===== src/rtl/pipe_pkg.sv =====
// Shared encodings for the 5-stage RV32I pipeline control path:
// PC-source, result-select, forwarding selects and the hazard FSM state.
package pipe_pkg;

  localparam logic [1:0] PC_PLUS4  = 2'b00;
  localparam logic [1:0] PC_BRANCH = 2'b01;
  localparam logic [1:0] PC_JAL    = 2'b10;
  localparam logic [1:0] PC_JALR   = 2'b11;

  localparam logic [1:0] RES_LOAD  = 2'b01;

  localparam logic [1:0] FWD_RF    = 2'b00;
  localparam logic [1:0] FWD_W     = 2'b01;
  localparam logic [1:0] FWD_M     = 2'b10;

  typedef enum logic [1:0] {
    RUN   = 2'd0,
    DWAIT = 2'd1,
    IWAIT = 2'd2
  } hz_state_t;

  typedef struct packed {
    logic stall_f;
    logic stall_d;
    logic stall_e;
    logic stall_m;
    logic flush_d;
    logic flush_e;
    logic flush_w;
    logic abort_f;
  } hz_ctrl_t;

  // The M-stage result is younger than W, so it wins when both match.
  function automatic logic [1:0] fwd_sel(input logic [4:0] rs,
                                         input logic [4:0] rd_m, input logic we_m,
                                         input logic [4:0] rd_w, input logic we_w);
    if (we_m && rd_m != 5'd0 && rd_m == rs)      return FWD_M;
    else if (we_w && rd_w != 5'd0 && rd_w == rs) return FWD_W;
    else                                         return FWD_RF;
  endfunction

endpackage


===== src/rtl/forward_unit.sv =====
// Combinational E-stage operand forwarding for both ALU source operands.
module forward_unit
  import pipe_pkg::*;
(
  input  logic [4:0] Rs1_E,
  input  logic [4:0] Rs2_E,
  input  logic [4:0] Rd_M,
  input  logic [4:0] Rd_W,
  input  logic       RegWrite_M,
  input  logic       RegWrite_W,
  output logic [1:0] ForwardA_E,
  output logic [1:0] ForwardB_E
);

  assign ForwardA_E = fwd_sel(Rs1_E, Rd_M, RegWrite_M, Rd_W, RegWrite_W);
  assign ForwardB_E = fwd_sel(Rs2_E, Rd_M, RegWrite_M, Rd_W, RegWrite_W);

endmodule


===== src/rtl/hazard_ctrl.sv =====
// Pipeline hazard scheduler: prioritised stall/flush controls, wait-tracking
// FSM with a sticky watchdog, and stall/flush performance counters.
module hazard_ctrl
  import pipe_pkg::*;
#(
  parameter int CNT_W   = 32,
  parameter int TIMEOUT = 64
) (
  input  logic             clk,
  input  logic             rst_n,
  input  logic [4:0]       Rs1_D,
  input  logic [4:0]       Rs2_D,
  input  logic [4:0]       Rs1_E,
  input  logic [4:0]       Rs2_E,
  input  logic [4:0]       Rd_E,
  input  logic [1:0]       ResultSrc_E,
  input  logic [4:0]       Rd_M,
  input  logic [4:0]       Rd_W,
  input  logic             RegWrite_M,
  input  logic             RegWrite_W,
  input  logic [1:0]       PCSrc_E,
  input  logic             dmem_valid_M,
  input  logic             dmem_ready,
  input  logic             imem_ready,
  output logic [1:0]       ForwardA_E,
  output logic [1:0]       ForwardB_E,
  output logic             Stall_F,
  output logic             Stall_D,
  output logic             Stall_E,
  output logic             Stall_M,
  output logic             Flush_D,
  output logic             Flush_E,
  output logic             Flush_W,
  output logic             Abort_F,
  output logic             mem_timeout,
  output logic [CNT_W-1:0] stall_cnt,
  output logic [CNT_W-1:0] flush_cnt
);

  localparam int WAIT_W = $clog2(TIMEOUT + 1);

  logic dwait, redirect, lwstall, iwait;
  hz_ctrl_t ctrl;

  hz_state_t         state_q, state_d;
  logic [WAIT_W-1:0] wait_cnt_q, wait_cnt_d;
  logic              mem_timeout_q, mem_timeout_d;
  logic [CNT_W-1:0]  stall_cnt_q, stall_cnt_d;
  logic [CNT_W-1:0]  flush_cnt_q, flush_cnt_d;

  forward_unit u_fwd (
    .Rs1_E      (Rs1_E),
    .Rs2_E      (Rs2_E),
    .Rd_M       (Rd_M),
    .Rd_W       (Rd_W),
    .RegWrite_M (RegWrite_M),
    .RegWrite_W (RegWrite_W),
    .ForwardA_E (ForwardA_E),
    .ForwardB_E (ForwardB_E)
  );

  assign dwait    = dmem_valid_M && !dmem_ready;
  assign redirect = PCSrc_E != PC_PLUS4;
  assign lwstall  = (ResultSrc_E == RES_LOAD) && (Rd_E != 5'd0) &&
                    ((Rd_E == Rs1_D) || (Rd_E == Rs2_D));
  assign iwait    = !imem_ready;

  // Controls are forced low while reset is asserted so the pipeline stays quiet.
  always_comb begin
    // NOTE: every combinational output gets a default first so no latch is inferred.
    ctrl = '0;
    if (rst_n) begin
      if (dwait) begin
        ctrl.stall_f = 1'b1;
        ctrl.stall_d = 1'b1;
        ctrl.stall_e = 1'b1;
        ctrl.stall_m = 1'b1;
        ctrl.flush_w = 1'b1;
      end else if (redirect) begin
        ctrl.flush_d = 1'b1;
        ctrl.flush_e = 1'b1;
        ctrl.abort_f = iwait;
      end else if (lwstall) begin
        ctrl.stall_f = 1'b1;
        ctrl.stall_d = 1'b1;
        ctrl.flush_e = 1'b1;
      end else if (iwait) begin
        ctrl.stall_f = 1'b1;
        ctrl.flush_d = 1'b1;
      end
    end
  end

  assign Stall_F = ctrl.stall_f;
  assign Stall_D = ctrl.stall_d;
  assign Stall_E = ctrl.stall_e;
  assign Stall_M = ctrl.stall_m;
  assign Flush_D = ctrl.flush_d;
  assign Flush_E = ctrl.flush_e;
  assign Flush_W = ctrl.flush_w;
  assign Abort_F = ctrl.abort_f;

  always_comb begin
    state_d = RUN;
    if (dwait)                    state_d = DWAIT;
    else if (iwait && !redirect)  state_d = IWAIT;

    // Leaving RUN always starts a fresh streak at one.
    wait_cnt_d = '0;
    if (state_d != RUN) begin
      if (state_q == RUN)                          wait_cnt_d = WAIT_W'(1);
      else if (wait_cnt_q != WAIT_W'(TIMEOUT))     wait_cnt_d = wait_cnt_q + 1'b1;
      else                                         wait_cnt_d = wait_cnt_q;
    end

    mem_timeout_d = mem_timeout_q ||
                    ((state_d != RUN) && (wait_cnt_q == WAIT_W'(TIMEOUT - 1)));
    stall_cnt_d   = stall_cnt_q + CNT_W'(ctrl.stall_f);
    flush_cnt_d   = flush_cnt_q + CNT_W'(redirect && !dwait);
  end

  always_ff @(posedge clk or negedge rst_n) begin
    if (!rst_n) begin
      state_q       <= RUN;
      wait_cnt_q    <= '0;
      mem_timeout_q <= 1'b0;
      stall_cnt_q   <= '0;
      flush_cnt_q   <= '0;
    end else begin
      // NOTE: non-blocking assignments so every flop samples pre-edge values.
      state_q       <= state_d;
      wait_cnt_q    <= wait_cnt_d;
      mem_timeout_q <= mem_timeout_d;
      stall_cnt_q   <= stall_cnt_d;
      flush_cnt_q   <= flush_cnt_d;
    end
  end

  assign mem_timeout = mem_timeout_q;
  assign stall_cnt   = stall_cnt_q;
  assign flush_cnt   = flush_cnt_q;

endmodule

===== config.mk =====
export PLATFORM = sky130hd
export DESIGN_NAME = hazard_ctrl
export DESIGN_NICKNAME = d
export VERILOG_FILES = /design/src/rtl/pipe_pkg.sv /design/src/rtl/forward_unit.sv /design/src/rtl/hazard_ctrl.sv
export SDC_FILE = /design/constraint.sdc
export NUM_CORES = 1
export LEC_CHECK = 0
export BUFFER_PORTS_ARGS = -buffer_cell sky130_fd_sc_hd__buf_2
export CORE_ASPECT_RATIO = 2
export CORE_MARGIN = 2
export CORE_UTILIZATION = 51
export DETAILED_ROUTE_END_ITERATION = 12
export GPL_TIMING_DRIVEN = 0
export PLACE_DENSITY = 0.81
export REMOVE_ABC_BUFFERS = 1
export SYNTH_ARGS = -nofsm -noshare
export SYNTH_HDL_FRONTEND = slang
export SYNTH_SLANG_ARGS = --single-unit
export TNS_END_PERCENT = 5

===== constraint.sdc =====
create_clock -name clk -period 2 [get_ports clk]
set_input_delay 0.2 -clock clk [delete_from_list [all_inputs] [get_ports clk]]
set_output_delay 0.2 -clock clk [all_outputs]
set_load 0.03 [all_outputs]

# Yosys cells after proc, flatten, opt, wreduce, memory -nomap -nowiden
# Cells that the tools add are included.
# Widths: inputs -> output; s select.
classes:
  muxes: 22
  n_eq_ne: 10
  n_addsub: 3
  n_reduce_logical: 24
ops:
  columns: ["cell", "count"]
  rows:
  - ["$add 32x1->32", 2]
  - ["$eq 5x5->1", 6]
  - ["$mux 7", 3]
  - ["$mux 2", 9]
  - ["$reduce_bool 5->1", 3]
  - ["$logic_and 1x1->1", 12]
  - ["$mux 1", 9]
  - ["$mux 8", 1]
  - ["$add 7x1->7 const B", 1]
  - ["$eq 7x6->1 const B", 1]
  - ["$ne 7x7->1 const B", 1]
  - ["$logic_not 1->1", 4]
  - ["$reduce_bool 2->1", 2]
  - ["$ne 3x1->1 const B", 1]
  - ["$eq 2x1->1 const B", 1]
  - ["$logic_not 2->1", 1]
  - ["$logic_or 1x1->1", 2]
word_totals:
  input_bits: 46
  elab_cells: 64
  register_bits: 74

# Logic depth before layout (Yosys ltp)
# Gate-level depths: netlist of run 1.
logic_depth:
  depth_word: 8
  depth_mapped: 11

# Hierarchy
# From an unflattened synthesis of run 1, not the netlist that was laid out.
unflattened:
  hier_cells: 369
  hier_area_um2: 3844.9
modules_own_cells:
  columns: ["mod", "area_per_inst_um2", "cells_per_inst", "n_inst"]
  rows:
  - ["hazard_ctrl", 3587.2, 335, 1]
  - ["forward_unit", 257.7, 34, 1]

# Least setup slack after synthesis of run 1
# Ideal clock, no wire load.
synth_timing:
  path_kind: "input-to-reg"
  startpoint: "input port Rd_E[1]"
  endpoint: "register stall_cnt_q[10] (netlist: stall_cnt[10])"
  t_arrival_ns: 2.397
  setup_time_ns: 0.136
  path_slack_ns: -0.532
  cell_stages: 11
  cell_sequence: "or4_1 nor2_1 nor3b_1 and3_1 o21a_1 ha_1 ha_1 nand3_1 nor2_1 and3_1 xor2_1"
synth_via:
  elab_chain_len: 8
  elab_cells_between_ends: 11
  classes_between: "add/sub (1); eq/ne (2); mux (4); reduce/logical (4)"
synth_lines:
  columns: ["item", "line", "rtl"]
  rows:
  - ["start: declaration", "hazard_ctrl.sv:15", "input logic [4:0] Rd_E,"]
  - ["$eq 5x5->1 or $reduce_bool 5->1 (tied branches)", "hazard_ctrl.sv:65, hazard_ctrl.sv:64", null]
  - ["$logic_or 1x1->1 or $logic_and 1x1->1 (tied branches)", "hazard_ctrl.sv:65, hazard_ctrl.sv:64", null]
  - ["$logic_and 1x1->1 (*)", "hazard_ctrl.sv:64", "assign lwstall = (ResultSrc_E == RES_LOAD) && (Rd_E != 5'd0) &&"]
  - ["$mux 1 (*)", "hazard_ctrl.sv:83", "end else if (lwstall) begin"]
  - ["$mux 2 (*)", "hazard_ctrl.sv:79", "end else if (redirect) begin"]
  - ["$mux 2 (*)", "hazard_ctrl.sv:73", "if (dwait) begin"]
  - ["$mux 8 (*)", "hazard_ctrl.sv:72", "if (rst_n) begin"]
  - ["net Stall_F", "hazard_ctrl.sv:27", "output logic Stall_F,"]
  - ["$add 32x1->32 (*)", "hazard_ctrl.sv:118", "stall_cnt_d = stall_cnt_q + CNT_W'(ctrl.stall_f);"]
  - ["net stall_cnt_d[10]", "hazard_ctrl.sv:48", "logic [CNT_W-1:0] stall_cnt_q, stall_cnt_d;"]
  - ["end signal: assignment", "hazard_ctrl.sv:134", "stall_cnt_q <= stall_cnt_d;"]
  - ["end: declaration", "hazard_ctrl.sv:48", null]
# The timed path passes the listed nets; every way through them passes the cells marked *.
# A chain may end at the register's enable or synchronous reset.

# Final worst setup path of run 1
layout_timing:
  startpoint: "input port Rd_E[4]"
  endpoint: "register stall_cnt_q[10] (netlist: stall_cnt[10])"
layout_via:
  elab_chain_len: 8
  elab_cells_between_ends: 11
  classes_between: "add/sub (1); eq/ne (2); mux (4); reduce/logical (4)"
layout_lines:
  columns: ["item", "line"]
  rows:
  - ["$eq 5x5->1 or $reduce_bool 5->1 (tied branches)", "hazard_ctrl.sv:65, hazard_ctrl.sv:64"]
  - ["$logic_or 1x1->1 or $logic_and 1x1->1 (tied branches)", "hazard_ctrl.sv:65, hazard_ctrl.sv:64"]
  - ["$logic_and 1x1->1 (*)", "hazard_ctrl.sv:64"]
  - ["$mux 1 (*)", "hazard_ctrl.sv:83"]
  - ["$mux 2 (*)", "hazard_ctrl.sv:79"]
  - ["$mux 2 (*)", "hazard_ctrl.sv:73"]
  - ["$mux 8 (*)", "hazard_ctrl.sv:72"]
  - ["$add 32x1->32 (*)", "hazard_ctrl.sv:118"]
  - ["net stall_cnt_d[10]", "hazard_ctrl.sv:48"]
# Marked as above.

==> summary.txt, run 1 <==
DR pass1 iterations: 4
Placed Cells: 547
Vias per cell: 5.43
Max VDD drop: 0.667 mV
Setup Total Neg Slack: -15.0 ps
Critical Path Sink Type: flip-flop
Slew margin rel.: 0.682
Post-synthesis async set-or-reset flop share: 1.00
CTS Sinks: 74
Endpoints failing setup: 3
Number of antenna violations at the first check in global routing: 0
Final Wtd Congestion: 0.789
IO Count: 123
Worst hold path depth: 2
Synth-to-Final Area Change: 35.3%
Yosys top cell area share: 0.501
GRT Util Overall: 0.238
Final nets: 530
Post-Syn Instances: 336
Port Buffers: 122
Worst setup SP type: primary input
Cell taking the most area after synthesis: dfrtp_1
PnR Total Power: 4.07 mW
Run status: finished with violations
Clk_lat worst skew: 330 ps
Yosys Warn Count: 0
Rows: 43
Num CTS Buffers: 9
Distinct cell type count after synthesis: 34
Fraction of layout cells with a size suffix above 1: 0.366
CP Max Fanout: 4
Hpwl dp: 6460 um
Placeable Area: 0.00699 sq mm
CTS tree: done
Post-route ant nets: 0
Clock root cell: clkbuf_16
Initial Utilization: 0.528
Post-Layout Cell Count: 573
Min-delay src: PCSrc_E[0]
Overflow after GRT: 0
Yosys reg bits: 74
Worst r2r src: flush_cnt[6]$_DFF_PN0_
WL per Instance: 16.0 um
Post-synthesis sequential area ratio: 0.501
Final Max Slew Viols: 0
WP data required: 2210 ps
Min Tclk post-route: 2010 ps
Pin count of the biggest net entering global routing: 45
Clk buf depth: 2
Number of synthesized flops with an enable pin: 0
Fill cells: 536
Top FF cell, synth: dfrtp_1
Final Hold Fails: 0
Unrepaired setup endpoints after global routing: true
Starting DRT DRC Count: 144
Mapped Avg Cell Area: 11.0 sq um
CTS HTree Levels: 3
Final worst-path cycle share: 1.00
Die width: 64.2 um
Worst Reg-to-Reg Cells: 5
Die height: 124 um
LEAKAGE: 2.56 nW
Clock slew at reported path FFs: 50 ps
CP arrival: 2220 ps
Vias in the first global route: 3,313
Failing checks: setup timing
Final WS setup: -9.33 ps
Pwr/cell area: 815 mW/mm^2
Worst min-delay path class: primary input to flip-flop
Crit Path Category: primary input to flip-flop
Reg2reg setup slack: 180 ps
Die area: 0.00798 sq mm
Maxcap violations: 0
Area contributors post-synth: dfrtp_1 (50%), xnor2_1 (15%), xor2_1 (7.8%)
Crit. Startpoint: Rd_E[4]
Global-route wire length before repair: 14,800 um
Reg2reg end: flush_cnt[26]$_DFF_PN0_
Pre-CTS WS: -731 ps
Cell area after synthesis: 0.00369 sq mm
Post-route clock skew: 5.76 ps
Antenna cells: 0
Hold EP: state_q[1]$_DFF_PN0_
Vias: 3,113
Achievable Freq: 498 MHz
Actual slew at the worst max-slew pin: 473 ps
Final Hold Slack: 62.2 ps
Routed wire length: 9150 um
DR DRC count: 0
-- critical path: stages --
cell and delay [ps]:
buf_8 110, or4_4 550, nor2_4 100, nor3b_2 60, and3_4 170, o21a_1 200, ha_4 190, ha_4 170
nand3_4 80, nor2_1 70, and3_1 190, xor2_1 130
-- cell families after synthesis --
logic type                 Yosys count  synth area share
DFF                                 74             0.501
AOI/OAI and AO/OA                   12            0.0207
and+or+nand+nor                    140             0.220
xor gates and xnor gates            96             0.228
buffers and inverters                8            0.0102
adders and majority gates            6            0.0203
-- what timing repair did --
item | CTS | global route
pin swaps | 21 | 13
endpoints found under the setup margin | 24 | 33
cloned | 0 | 0
endpoints found under the hold margin | 30 | 0
setup buffers | 9 | 1
resized for setup | 36 | 7
hold buffers | 2 | 0
-- worst max path at each step --
| stage | slack, ps | to |
|---|---|---|
| 3_5_place_dp | -730 | stall_cnt[31]$_DFF_PN0_ |
| 2_1_floorplan | -530 | stall_cnt[10]$_DFF_PN0_ |
| 4_1_cts | -90 | stall_cnt[31]$_DFF_PN0_ |
| 6_report | -9 | stall_cnt[10]$_DFF_PN0_ |
| 5_1_grt | -90 | stall_cnt[13]$_DFF_PN0_ |
| 3_3_place_gp | -1280 | stall_cnt[28]$_DFF_PN0_ |
-- cell type report --
cell class	count	area [sq um]	share of cell area
inverters	6	22.5	0.00451
flip-flops and latches	74	1850	0.371
well taps	90	113	0.0225
clock buffers	13	250	0.0501
clock inverters	3	15.0	0.00300
multi-input cells	254	1950	0.389
repair buffers	133	800	0.160
-- sequential cells by signal, summed over array words and instances, names as in the netlist --
signal / cells
state_q: 2
mem_timeout: 1
flush_cnt: 32
wait_cnt_q: 7
stall_cnt: 32
-- stage by stage --
stage,cell area [sq um],util
after floorplan,3680,-
after global placement,4400,0.630
after detailed placement,4430,0.633
after CTS,4970,0.711
after global routing,5000,0.714
final,5000,0.714
-- cells in the mapped netlist, types with 3 or more instances --
master and number:
and2_1 3, and3_1 14, and4_1 3, dfrtp_1 74, ha_1 6, inv_1 6, nand2_1 23, nand3_1 33
nand4_1 14, nor2_1 19, nor3_1 4, nor4_1 6, nor4_4 3, o21a_1 3, or4_1 5, xnor2_1 63
xor2_1 33
-- per-layer routing --
layer,GRT usage,part of all wire,wire length (um)
met2,0.460,0.58,5330
met5,0,0,0
met4,0.103,0.024,218
met1,0.234,0.35,3180
met3,0.0461,0.046,423
-- power by group --
group	internal, mW	switching [mW]
Clock	0.867	0.569
Sequential	1.62	0.168
Combinational	0.316	0.528
Total	2.81	1.27
-- cell usage in the layout (no fill, tap or decap), types with 3 or more instances in the layout --
cell type and count:
and2_1 3, and3_1 13, and4_1 3, buf_2 110, buf_4 8, buf_6 11, clkbuf_1 3, clkbuf_16 9
clkinv_2 3, dfrtp_1 74, ha_1 3, inv_1 6, nand2_1 22, nand3_1 32, nand4_1 14, nor2_1 18
nor4_1 6, nor4_4 3, o21a_1 3, or4_1 4, xnor2_1 55, xnor2_2 8, xor2_1 33
No activity file was read; power rests on OpenSTA's default activity.
==> inputs of run 2 (changes only) <==
==> constraint.sdc (replaced) <==
create_clock -name clk -period 2 [get_ports clk]
set_input_delay 0.1 -clock clk [delete_from_list [all_inputs] [get_ports clk]]
set_output_delay 0.1 -clock clk [all_outputs]
set_load 0.03 [all_outputs]
==> summary.txt, run 2 (synthesis results as in run 1) <==
Run status: finished with violations
Failing checks: setup timing
CTS Sinks: 74
CP Max Fanout: 6
Vias in the first global route: 3,229
Global-route wire length before repair: 14,200 um
Most common cell after layout, fill and taps aside: buf_2
WP data required: 2210 ps
Endpoints failing setup: 1
Post-route ant nets: 0
LEAKAGE: 2.51 nW
Worst min-delay path class: primary input to flip-flop
Slew margin rel.: 0.681
Synth-to-Final Area Change: 32.4%
Commonest cells after routing, fill and taps aside: buf_2 (118), dfrtp_1 (74), xnor2_1 (60)
Die height: 124 um
Final Hold Fails: 0
Rows: 43
Crit Path Category: primary input to flip-flop
PnR Total Power: 4.02 mW
Number of antenna violations at the first check in global routing: 0
Pin count of the biggest net entering global routing: 45
Final Max Slew Viols: 0
Clk buf depth: 2
Worst Reg-to-Reg Cells: 6
Initial Utilization: 0.528
Setup Total Neg Slack: -32.3 ps
CTS tree: done
Num CTS Buffers: 9
Clk_lat worst skew: 330 ps
Final Wtd Congestion: 0.789
Hpwl dp: 6460 um
Vias per cell: 5.40
Critical Path Sink Type: flip-flop
Reg2reg setup slack: 160 ps
Final worst-path cycle share: 1.02
Die area: 0.00798 sq mm
Unrepaired setup endpoints after global routing: true
Clock root cell: clkbuf_16
DR pass1 iterations: 4
Vias: 3,092
CP arrival: 2240 ps
Min Tclk post-route: 2030 ps
Final WS setup: -32.3 ps
Area of the multi-input gates: 0.00190 sq mm
Post-route clock skew: 5.96 ps
Routed wire length: 8720 um
Achievable Freq: 492 MHz
Worst setup SP type: primary input
Fill cells: 545
Starting DRT DRC Count: 145
Die width: 64.2 um
GRT Util Overall: 0.226
Antenna cells: 0
Overflow after GRT: 0
IO Count: 123
Maxcap violations: 0
WL per Instance: 15.2 um
DR DRC count: 0
CTS HTree Levels: 3
Actual slew at the worst max-slew pin: 474 ps
Port Buffers: 122
Fraction of layout cells with a size suffix above 1: 0.348
Clock slew at reported path FFs: 50 ps
Max VDD drop: 0.627 mV
FF/Latch Area: 0.00185 sq mm
Pwr/cell area: 821 mW/mm^2
Worst hold path depth: 3
Final nets: 530
Placeable Area: 0.00699 sq mm
==> run 2: cell count changes in the layout (fill, tap and decap cells not counted), moves of 2 or more <==
cell,change
buf_6,-11
buf_2,+8
dlygate4sd3_1,+2
xnor2_1,+5
xnor2_2,-5
==> run 2: final timing paths <==
check	start	to
min in group asynchronous	rst_n	stall_cnt[13]$_DFF_PN0_
max in group asynchronous	rst_n	stall_cnt[29]$_DFF_PN0_
max reg2reg	flush_cnt[0]$_DFF_PN0_	flush_cnt[26]$_DFF_PN0_
max	Rd_E[4]	stall_cnt[20]$_DFF_PN0_
min reg2reg	mem_timeout$_DFF_PN0_	mem_timeout$_DFF_PN0_
min	dmem_valid_M	state_q[0]$_DFF_PN0_
==> run 2: repair_timing <==
item	4_1_cts	5_1_grt
buffers inserted	5	1
hold endpoints to repair	31	0
hold buffers	4	0
pin swaps	5	10
gates resized for setup	8	12
setup endpoints to repair	22	26
==> run 2: final cells by class <==
cell class                      instances  area share
Multi-Input combinational cell        254       0.389
Sequential cell                        74       0.379
Timing Repair Buffer                  133       0.150
Clock buffer                           13      0.0512
Tap cell                               90      0.0230
Inverter                                6     0.00460
Clock inverter                          3     0.00307
==> run 2: metrics by stage <==
| step | hold slack, ps | instance area [sq um] | instances | util | worst slack [ps] |
|---|---|---|---|---|---|
| floorplan | -196 | 3680 | 334 | - | -432 |
| finish | 131 | 4890 | 573 | 0.699 | -32.3 |
| global route | 151 | 4890 | 573 | 0.699 | -72.6 |
| detailed placement | 79.5 | 4430 | 547 | 0.633 | -631 |
| global placement | 296 | 4400 | 546 | 0.630 | -1180 |
| CTS | 109 | 4820 | 572 | 0.690 | -54.2 |
==> run 2: layer usage <==
metal | up-vias | part of all wire | track usage
met5 | - | 0 | 0
met4 | 0 | 0.023 | 0.0976
met3 | 16 | 0.045 | 0.0443
met2 | 107 | 0.58 | 0.434
met1 | 1519 | 0.35 | 0.224
li1 | 1450 | - | -
==> run 2: power by group <==
part           internal (mW)  switching [mW]  leakage, nW  total (mW)
registers               1.62           0.161         1.01        1.78
clock network          0.867           0.569        0.133        1.44
logic                  0.291           0.505         1.36       0.796
==> run 2: worst max-delay path, cell delays in order <==
cell and delay, ps:
buf_4 130, or4_4 540, nor2_4 120, nor3b_2 50
and3_4 160, o21a_1 210, ha_4 190, ha_4 180
nand3_4 90, nor4_4 40, buf_4 160, buf_4 130
xor2_1 130
==> inputs of run 3 (changes only) <==
CAP_MARGIN = 20   (was not set)
CELL_PAD_IN_SITES_DETAIL_PLACEMENT = 2   (was not set)
CELL_PAD_IN_SITES_GLOBAL_PLACEMENT = 2   (was not set)
CORE_UTILIZATION = 31   (was 51)
PLACE_DENSITY = not set   (was 0.81)
PLACE_DENSITY_LB_ADDON = 0.1   (was not set)
==> summary.txt, run 3 (synthesis results as in run 1) <==
Unrepaired setup endpoints after global routing: true
Final nets: 528
WP data required: 2220 ps
Number of antenna violations at the first check in global routing: 0
IO Count: 123
Endpoints failing setup: 0
Switch share: 0.323
Achievable Freq: 520 MHz
PnR Total Power: 4.11 mW
Num CTS Buffers: 9
Slew margin rel.: 0.419
Final Hold Fails: 0
Synth-to-Final Area Change: 33.8%
Final Max Slew Viols: 0
CTS Sinks: 74
Critical Path Sink Type: flip-flop
Run status: finished clean
Port Buffers: 122
Vias: 3,092
CP Max Fanout: 4
Max VDD drop: 0.525 mV
Die area: 0.0129 sq mm
Post-route clock skew: 10.7 ps
Final worst-path cycle share: 0.962
Clk buf depth: 2
Crit-path cells: buf_2 > or4_4 > nor2_2 > nor3b_1 > and3_4 > o21a_4 > ha_4 > ha_4 > nand3_4 > nor2_1 > and3_1 > xor2_1
Most common cell after layout, fill and taps aside: buf_2
Die height: 158 um
WL per Instance: 16.9 um
Net switching power: 1.33 mW
Seq pwr share: 0.435
Worst setup SP type: primary input
Vias in the first global route: 3,444
Placed cell areas: 0.00450 sq mm
Hpwl dp: 8220 um
Crit Path Category: primary input to flip-flop
Antenna cells: 0
CP max stage delay: 530 ps
Die width: 81.2 um
Global-route wire length before repair: 17,300 um
Overflow after GRT: 0
Fraction of layout cells with a size suffix above 1: 0.347
Routed wire length: 10,600 um
Comb pwr share: 0.196
Family with the most delay on the worst path: simple AND/OR/NAND/NOR gates
Rows: 56
Commonest cells after routing, fill and taps aside: buf_2 (121), dfrtp_1 (74), xnor2_1 (63)
Starting DRT DRC Count: 50
Post-route ant nets: 0
Clk_lat worst skew: 330 ps
CP max stage cell: or4_4
CTS HTree Levels: 3
CP arrival: 2140 ps
Clock slew at reported path FFs: 60 ps
Actual slew at the worst max-slew pin: 868 ps
Final Wtd Congestion: 0.781
Design area: 0.00494 sq mm
Vias per cell: 4.94
Pin count of the biggest net entering global routing: 58
GRT Util Overall: 0.177
Min Tclk post-route: 1920 ps
Placeable Area: 0.0117 sq mm
Final WS setup: 76.0 ps
CP bufs+invs: 1
Clock root cell: clkbuf_16
Maxcap violations: 0
CTS tree: done
Initial Utilization: 0.316
P_int: 2.78 mW
CP most frequent cell: ha_4
Pwr/cell area: 832 mW/mm^2
DR pass1 iterations: 4
Setup Total Neg Slack: 0 ps
Worst min-delay path class: primary input to flip-flop
Finished Core Util: 0.422
Pre-CTS WS: -828 ps
Clock power frac: 0.370
LEAKAGE: 2.48 nW
DR DRC count: 0
[run 3: cell types whose count changed in the layout (fill, tap and decap cells not counted), sizes merged]
cell / change
clkbuf: -3
buf: -2
clkinvlp: +1
dlygate4sd3: +1
inv: +1
[run 3: through the flow]
step,hold slack (ps),cells
final,149,626
after CTS,171,626
after global routing,167,626
after detailed placement,18.4,602
after floorplan,-196,334
after global placement,301,601
[run 3: what timing repair did]
action                                  4_1_cts  5_1_grt
gates cloned                                  0        0
endpoints found under the hold margin        19        0
endpoints found under the setup margin       22       23
resized for setup                            11        7
setup buffers                                 4        0
pin swaps                                     2        2
hold buffers                                  4        0
[run 3: worst paths after layout]
path,from,end,slack [ps],depth (start not counted)
worst max-delay path,Rd_E[1],stall_cnt[10]$_DFF_PN0_,80,12
worst min-delay path,PCSrc_E[0],wait_cnt_q[0]$_DFFE_PN0P_,150,3
worst max register to register,flush_cnt[0]$_DFF_PN0_,flush_cnt[26]$_DFF_PN0_,200,6
worst min register to register,stall_cnt[31]$_DFF_PN0_,stall_cnt[31]$_DFF_PN0_,470,1
max in group asynchronous,rst_n,flush_cnt[0]$_DFF_PN0_,400,3
min in group asynchronous,rst_n,stall_cnt[19]$_DFF_PN0_,350,3
[run 3: cell type report]
| class | count | area (sq um) |
|---|---|---|
| Fill cell | 1310 | 6760 |
| Multi-Input combinational cell | 254 | 1890 |
| Sequential cell | 74 | 1850 |
| Timing Repair Buffer | 131 | 718 |
| Clock buffer | 11 | 243 |
| Tap cell | 145 | 181 |
| Clock inverter | 5 | 38.8 |
| Inverter | 6 | 22.5 |
[run 3: metal layers]
metal,wire length (um),global-route usage,vias up,share of wire
met2,6390,0.353,74,0.60
li1,-,-,1441,-
met5,0,0,-,0
met4,185,0.0630,0,0.018
met3,362,0.0323,12,0.034
met1,3620,0.174,1565,0.34
[run 3: tightest hold or removal path, stage by stage]
cell and delay, ps:
buf_2 120, o31ai_2 110, o21a_1 110
[run 3: power groups by stage]
stage	sequential (mW)	combinational (mW)	clock, mW
after floorplan	2.01	0.232	0
after global placement	1.80	0.756	0
after detailed placement	1.80	0.785	0
after CTS	1.79	0.815	1.57
after global routing	1.81	0.872	1.65
final	1.79	0.804	1.52
